## src/rtl/pipe_pkg.sv

```systemverilog
// Shared constants and payload type for the pipeline-stage registers.
// Latency: n/a (declarations only).
// Backpressure: n/a.
package pipe_pkg;
   localparam int PIPE_N  = 32;
   localparam int PIPE_CW = 16;
   localparam logic [PIPE_N-1:0] PIPE_NOP = '0;

   typedef logic [PIPE_N-1:0] pipe_word_t;
endpackage

```

## src/rtl/pipe_stage_skid_if.sv

```systemverilog
// Handshake bundle between a pipeline stage register and its neighbours.
// Latency: n/a (wires only).
// Backpressure: carries ready in both directions; slave is the stage side.
interface pipe_stage_skid_if #(
   parameter int N  = 32,
   parameter int CW = 16
);
   logic          flush_i;
   logic          valid_i;
   logic          ready_o;
   logic [N-1:0]  data_i;
   logic          valid_o;
   logic          ready_i;
   logic [N-1:0]  data_o;
   logic          cnt_clr_i;
   logic [CW-1:0] stall_cnt_o;

   modport slave (
      input  flush_i, valid_i, data_i, ready_i, cnt_clr_i,
      output ready_o, valid_o, data_o, stall_cnt_o
   );

   modport master (
      output flush_i, valid_i, data_i, ready_i, cnt_clr_i,
      input  ready_o, valid_o, data_o, stall_cnt_o
   );
endinterface

```

## src/rtl/pipe_stall_counter.sv

```systemverilog
// Saturating event counter with synchronous clear for stall monitoring.
// Latency: count reflects an event one cycle after it occurs.
// Backpressure: none; sticks at all-ones instead of wrapping.
module pipe_stall_counter #(
   parameter int CW = 16
) (
   input  logic          CLK,
   input  logic          RST,
   input  logic          inc,
   input  logic          clr,
   output logic [CW-1:0] cnt
);

   // Clear beats increment; increment stops at the all-ones value.
   always_ff @(posedge CLK or posedge RST) begin
      if (RST) begin
         cnt <= '0;
      end else if (clr) begin
         cnt <= '0;
      end else if (inc && (cnt != {CW{1'b1}})) begin
         cnt <= cnt + 1'b1;
      end
   end

endmodule

```

## src/rtl/pipe_stage_skid.sv

```systemverilog
// Pipeline stage register with optional 1-entry skid buffer, flush and stall counter.
// Latency: 1 cycle from input acceptance to data_o when the stage is empty or draining.
// Backpressure: SKID=1 registers ready_o (skid absorbs one beat); SKID=0 passes ready_i combinationally.
module pipe_stage_skid
   import pipe_pkg::*;
#(
   parameter int           N    = PIPE_N,
   parameter int           SKID = 1,
   parameter logic [N-1:0] NOP  = '0,
   parameter int           CW   = PIPE_CW
) (
   input  logic CLK,
   input  logic RST,
   pipe_stage_skid_if.slave bus
);

   logic         main_v, main_v_nxt;
   logic [N-1:0] main_d, main_d_nxt;
   logic         skid_v, skid_v_nxt;
   logic [N-1:0] skid_d, skid_d_nxt;
   logic         ready;
   logic         in_fire;
   logic         out_fire;
   logic         main_free;

   // With a skid, ready depends only on skid occupancy, so no ready_i path reaches ready_o.
   assign ready     = (SKID != 0) ? !skid_v : (bus.ready_i | !main_v);
   assign in_fire   = bus.valid_i & ready;
   assign out_fire  = main_v & bus.ready_i;
   assign main_free = !main_v | out_fire;

   assign bus.ready_o = ready;
   assign bus.valid_o = main_v;
   assign bus.data_o  = main_v ? main_d : NOP;

   // Next-state: drain skid into main first to keep FIFO order; flush overrides everything.
   always_comb begin
      main_v_nxt = main_v;
      main_d_nxt = main_d;
      skid_v_nxt = skid_v;
      skid_d_nxt = skid_d;
      if (main_free) begin
         if (skid_v) begin
            main_v_nxt = 1'b1;
            main_d_nxt = skid_d;
            skid_v_nxt = in_fire;
            if (in_fire) begin
               skid_d_nxt = bus.data_i;
            end
         end else if (in_fire) begin
            main_v_nxt = 1'b1;
            main_d_nxt = bus.data_i;
         end else begin
            main_v_nxt = 1'b0;
            main_d_nxt = NOP;
         end
      end else if (in_fire && (SKID != 0)) begin
         skid_v_nxt = 1'b1;
         skid_d_nxt = bus.data_i;
      end
      if (bus.flush_i) begin
         main_v_nxt = 1'b0;
         main_d_nxt = NOP;
         skid_v_nxt = 1'b0;
      end
   end

   // State registers; the skid pair stays constant-empty when SKID=0 and trims away.
   always_ff @(posedge CLK or posedge RST) begin
      if (RST) begin
         main_v <= 1'b0;
         main_d <= NOP;
         skid_v <= 1'b0;
         skid_d <= NOP;
      end else begin
         main_v <= main_v_nxt;
         main_d <= main_d_nxt;
         skid_v <= skid_v_nxt;
         skid_d <= skid_d_nxt;
      end
   end

   pipe_stall_counter #(.CW(CW)) u_stall_cnt (
      .CLK (CLK),
      .RST (RST),
      .inc (main_v & !bus.ready_i),
      .clr (bus.cnt_clr_i),
      .cnt (bus.stall_cnt_o)
   );

endmodule
```

## src/flat_wrapper.sv

```systemverilog
// flat-port wrapper written by rule: the top's interface ports become plain ports
module pipe_stage_skid_flat import pipe_pkg::*;
#(
   parameter int           N    = PIPE_N,
   parameter int           SKID = 1,
   parameter logic [N-1:0] NOP  = '0,
   parameter int           CW   = PIPE_CW
)
  (CLK, RST, bus_flush_i, bus_valid_i, bus_data_i, bus_ready_i, bus_cnt_clr_i, bus_ready_o, bus_valid_o, bus_data_o, bus_stall_cnt_o);
  pipe_stage_skid_if #(.N(N), .CW(CW)) bus_i ();
  input  logic CLK;
  input  logic RST;
  input wire logic [$bits(bus_i.flush_i)-1:0] bus_flush_i;
  input wire logic [$bits(bus_i.valid_i)-1:0] bus_valid_i;
  input wire logic [$bits(bus_i.data_i)-1:0] bus_data_i;
  input wire logic [$bits(bus_i.ready_i)-1:0] bus_ready_i;
  input wire logic [$bits(bus_i.cnt_clr_i)-1:0] bus_cnt_clr_i;
  output wire logic [$bits(bus_i.ready_o)-1:0] bus_ready_o;
  output wire logic [$bits(bus_i.valid_o)-1:0] bus_valid_o;
  output wire logic [$bits(bus_i.data_o)-1:0] bus_data_o;
  output wire logic [$bits(bus_i.stall_cnt_o)-1:0] bus_stall_cnt_o;
  assign bus_i.flush_i = bus_flush_i;
  assign bus_i.valid_i = bus_valid_i;
  assign bus_i.data_i = bus_data_i;
  assign bus_i.ready_i = bus_ready_i;
  assign bus_i.cnt_clr_i = bus_cnt_clr_i;
  assign bus_ready_o = bus_i.ready_o;
  assign bus_valid_o = bus_i.valid_o;
  assign bus_data_o = bus_i.data_o;
  assign bus_stall_cnt_o = bus_i.stall_cnt_o;
  pipe_stage_skid #(.N(N), .SKID(SKID), .NOP(NOP), .CW(CW)) u_core (.CLK(CLK), .RST(RST), .bus(bus_i));
endmodule
```

## config.mk

```make
export PLATFORM = sky130hd
export DESIGN_NAME = pipe_stage_skid_flat
export DESIGN_NICKNAME = d
export VERILOG_FILES = /design/src/rtl/pipe_pkg.sv /design/src/rtl/pipe_stage_skid_if.sv /design/src/rtl/pipe_stall_counter.sv /design/src/rtl/pipe_stage_skid.sv /design/src/flat_wrapper.sv
export SDC_FILE = /design/constraint.sdc
export NUM_CORES = 1
export LEC_CHECK = 0
export CAP_MARGIN = 20
export CORE_MARGIN = 1.5
export CORE_UTILIZATION = 30
export CTS_BUF_LIST = sky130_fd_sc_hd__clkbuf_8
export DETAILED_ROUTE_END_ITERATION = 6
export MAX_ROUTING_LAYER = met4
export SLEW_MARGIN = 20
export SYNTH_ARGS = -nofsm -noshare
export SYNTH_HDL_FRONTEND = slang
export SYNTH_HIERARCHICAL = 1
export SYNTH_SLANG_ARGS = --single-unit
```

## constraint.sdc

```tcl
create_clock -name CLK -period 2.4 [get_ports CLK]
set_input_delay 0.48 -clock CLK [delete_from_list [all_inputs] [get_ports CLK]]
set_output_delay 0.48 -clock CLK [all_outputs]
set_load 0.03 [all_outputs]
```

==> summary.txt <==
GRT
  • Total grt overflow: 0
  • Total Routing Usage GR: 0.150
  • Via count of the first global-routing pass: 3,273
  • Wire length of the first global-routing pass: 17.1 mm
  • Antenna violations before repair: 0
  • Maximum number of pins on one net before global-route repair: 35

Logic synthesis
  • Top cells by area in the synthesized netlist: sky130_fd_sc_hd__dfrtp_1 47%, sky130_fd_sc_hd__mux2_4 10%, sky130_fd_sc_hd__a311oi_1 6.4%
  • Library cell occupying the most area in the post-synthesis netlist: sky130_fd_sc_hd__dfrtp_1
  • Share of the synthesized area in the top cell type: 0.469
  • Net count of the mapped netlist: 440
  • Fraction of registers with async set/reset: 1.00
  • Most instantiated flip-flop cell in the synthesis netlist: sky130_fd_sc_hd__dfrtp_1
  • Instance count of the mapped netlist: 401
  • Sequential element share of the synthesized area: 0.469
  • Post-synthesis cell area: 4380 um^2
  • Count of distinct cell types in the synthesized netlist: 40
  • Number of synthesized flops with an enable pin: 0
  • Mean instance size in the synthesized netlist: 10.9 um^2
  • Count of synthesis-stage warnings from yosys: 6
  • Synth Register Bits: 82

Clock tree
  • Clock insertion delay at the later pin of the skew report: 0.36 ns
  • Number of levels in the clock H-tree: 3
  • CTS Buf Count: 9
  • Clock-pin slew on the worst setup and hold paths: 0.08 ns
  • Clock tree sinks: 82
  • Root buffer cell: sky130_fd_sc_hd__clkbuf_8
  • Buffer depth of the longest clock path: 2
  • TritonCTS clock tree: built

STA
  • Final Slew Violations: 0
  • Post-Route Hold Slack: 0.492 ns
  • Achievable clock frequency: 0.437 GHz
  • Worst rel slew slack: 0.534
  • Slew of the pin with the lowest slew margin: 0.699 ns
  • Slack of the critical path: 0.112 ns
  • Clock Skew: 0.0124 ns
  • Number of setup violations in the final report: 0
  • Number of hold violations in the final report: 0
  • Final period utilization: 0.953
  • Fin crit period: 2.29 ns
  • Unrepaired setup endpoints after global routing: false

Critical path
  • Worst EP required: 1.92 ns
  • Worst setup path category: reg2out
  • Element type at the critical path end: output pin
  • Arrival time at the worst endpoint: 1.81 ns
  • Crit-path max FO: 20
  • Startpoint type of the worst setup path: flip-flop

Cells and area
  • Highest-count cells in the layout ignoring fill and taps: 80 x sky130_fd_sc_hd__dfrtp_1, 77 x sky130_fd_sc_hd__clkdlybuf4s50_1, 38 x sky130_fd_sc_hd__nand2_1
  • Area added between synthesis and finish: 28.2%
  • Most common cell after layout, fill and taps aside: sky130_fd_sc_hd__dfrtp_1
  • Final Core Density: 0.400
  • Antenna fix cells: 0
  • Final net count: 514
  • Fraction of layout instances using a drive strength above 1: 0.167
  • Area of all placed cells without fillers: 5620 um^2

Pwr
  • Static power due to leakage: 0.00220 uW
  • Overall power: 3310 uW
  • Worst vdd ir: 238 uV
  • Power per cell area: 589 nW/um^2

Detailed routing
  • Number of design-rule violations left by the first detailed-router iteration: 203
  • Antenna-violating nets left: 0
  • Post-route DRC violation count: 0
  • Via count normalized by instance count: 5.13
  • First-pass DRT Iterations: 6
  • Wirelength per Cell: 16.4 um
  • Detailed-route wire length: 10.8 mm
  • Via Count: 3,383

Floorplanning
  • Die area: 15,300 um^2
  • Std-Cell Core Area: 14,000 um^2
  • Io pins: 88
  • Initial Util: 0.312
  • Horizontal die dimension: 124 um
  • Count of standard-cell rows: 43
  • Die height: 124 um

Place
  • Final estimated routing congestion in global placement: 0.835
  • Worst setup slack after placement: 0.223 ns
  • DP Wirelength: 7.24 mm
  • Port Buffers: 87
  • Placed cell areas: 5400 um^2

Outcome
  • Result of the run: complete, no violations

Run
  • Max-cap viol count: 0

Worst hold path
  • Tightest Hold Check Type: reg2reg
flip-flops by register name (all words and copies together) (netlist names):
signal,flops
u_core/main_d,32
u_core/skid_d,32
u_core/u_stall_cnt/cnt,16
u_core/bus.valid_o,1
u_core/skid_v,1
routing by layer:
| layer | up-vias | global-route usage | wire (um) |
|---|---|---|---|
| li1 | 1607 | - | - |
| met1 | 1652 | 0.200 | 4980 |
| met2 | 107 | 0.227 | 4990 |
| met3 | 17 | 0.0247 | 627 |
| met4 | 0 | 0.0639 | 204 |
| met5 | - | - | 0 |
metrics by stage:
step           TNS [ns]  instances
3_5_place_dp          0        644
4_1_cts               0        659
3_3_place_gp          0        644
2_1_floorplan   -0.0234        401
6_report              0        659
5_1_grt               0        659
power by group:
group	leakage, uW	switching, uW	total [uW]	internal, uW
registers	0.00106	98.8	1650	1550
clock network	0.000115	492	1090	600
logic	0.00103	238	570	332
cell families after synthesis:
| family | after synthesis | synth area share |
|---|---|---|
| compound gates | 58 | 0.0986 |
| fa+ha+maj | 1 | 0.00286 |
| simple gates | 181 | 0.259 |
| buf+inv | 44 | 0.0560 |
| mux | 35 | 0.115 |
| flops | 82 | 0.469 |
path summary, 6_finish.rpt:
check	start	end	slack [ns]	cells past startpoint
setup reg to reg	u_core/u_stall_cnt/cnt[2]	u_core/u_stall_cnt/cnt[13]	0.48	4
setup / recovery	u_core/bus.valid_o	bus_data_o[19]	0.11	3
hold / removal	u_core/skid_d[6]	u_core/skid_d[6]	0.49	1
max in group asynchronous	RST	u_core/skid_d[12]	1.30	3
hold reg to reg	u_core/skid_d[6]	u_core/skid_d[6]	0.49	1
min in group asynchronous	RST	u_core/main_d[27]	0.55	2
cell type report:
type | count | area (um^2)
Inverter | 6 | 22.5
Timing Repair Buffer | 101 | 1010
Multi-Input combinational cell | 275 | 2090
Sequential cell | 82 | 2050
Clock inverter | 5 | 72.6
Fill cell | 1316 | 8430
Clock buffer | 10 | 138
Tap cell | 180 | 225
synthesized netlist by cell type, drive strengths merged, types with 2 or more instances:
library cell  number
inv                6
o31ai              5
nand2b             3
nor3b             32
nor4               3
buf               14
or4                8
mux2              34
o41ai              2
nand2             38
o21ai              5
a21oi             13
dfrtp             82
a311oi            32
clkbuf            23
nor2b              3
nor2               4
nand3b            32
nor3               5
or3                7
nand3              7
and2              32
nand4              5
critical path, cell delays in order, from the launching register on:
cell and delay, ns:
sky130_fd_sc_hd__dfrtp_2 0.42, sky130_fd_sc_hd__buf_4 0.21, sky130_fd_sc_hd__and2_1 0.14, sky130_fd_sc_hd__clkdlybuf4s50_1 0.68
timing repair:
| item | 4_1_cts | 5_1_grt |
|---|---|---|
| endpoints found under the setup margin | 0 | 1 |
| buffers inserted | 0 | 0 |
| hold buffers | 0 | 0 |
| resized for setup | 0 | 1 |
Power figures use the tool's default switching activity.
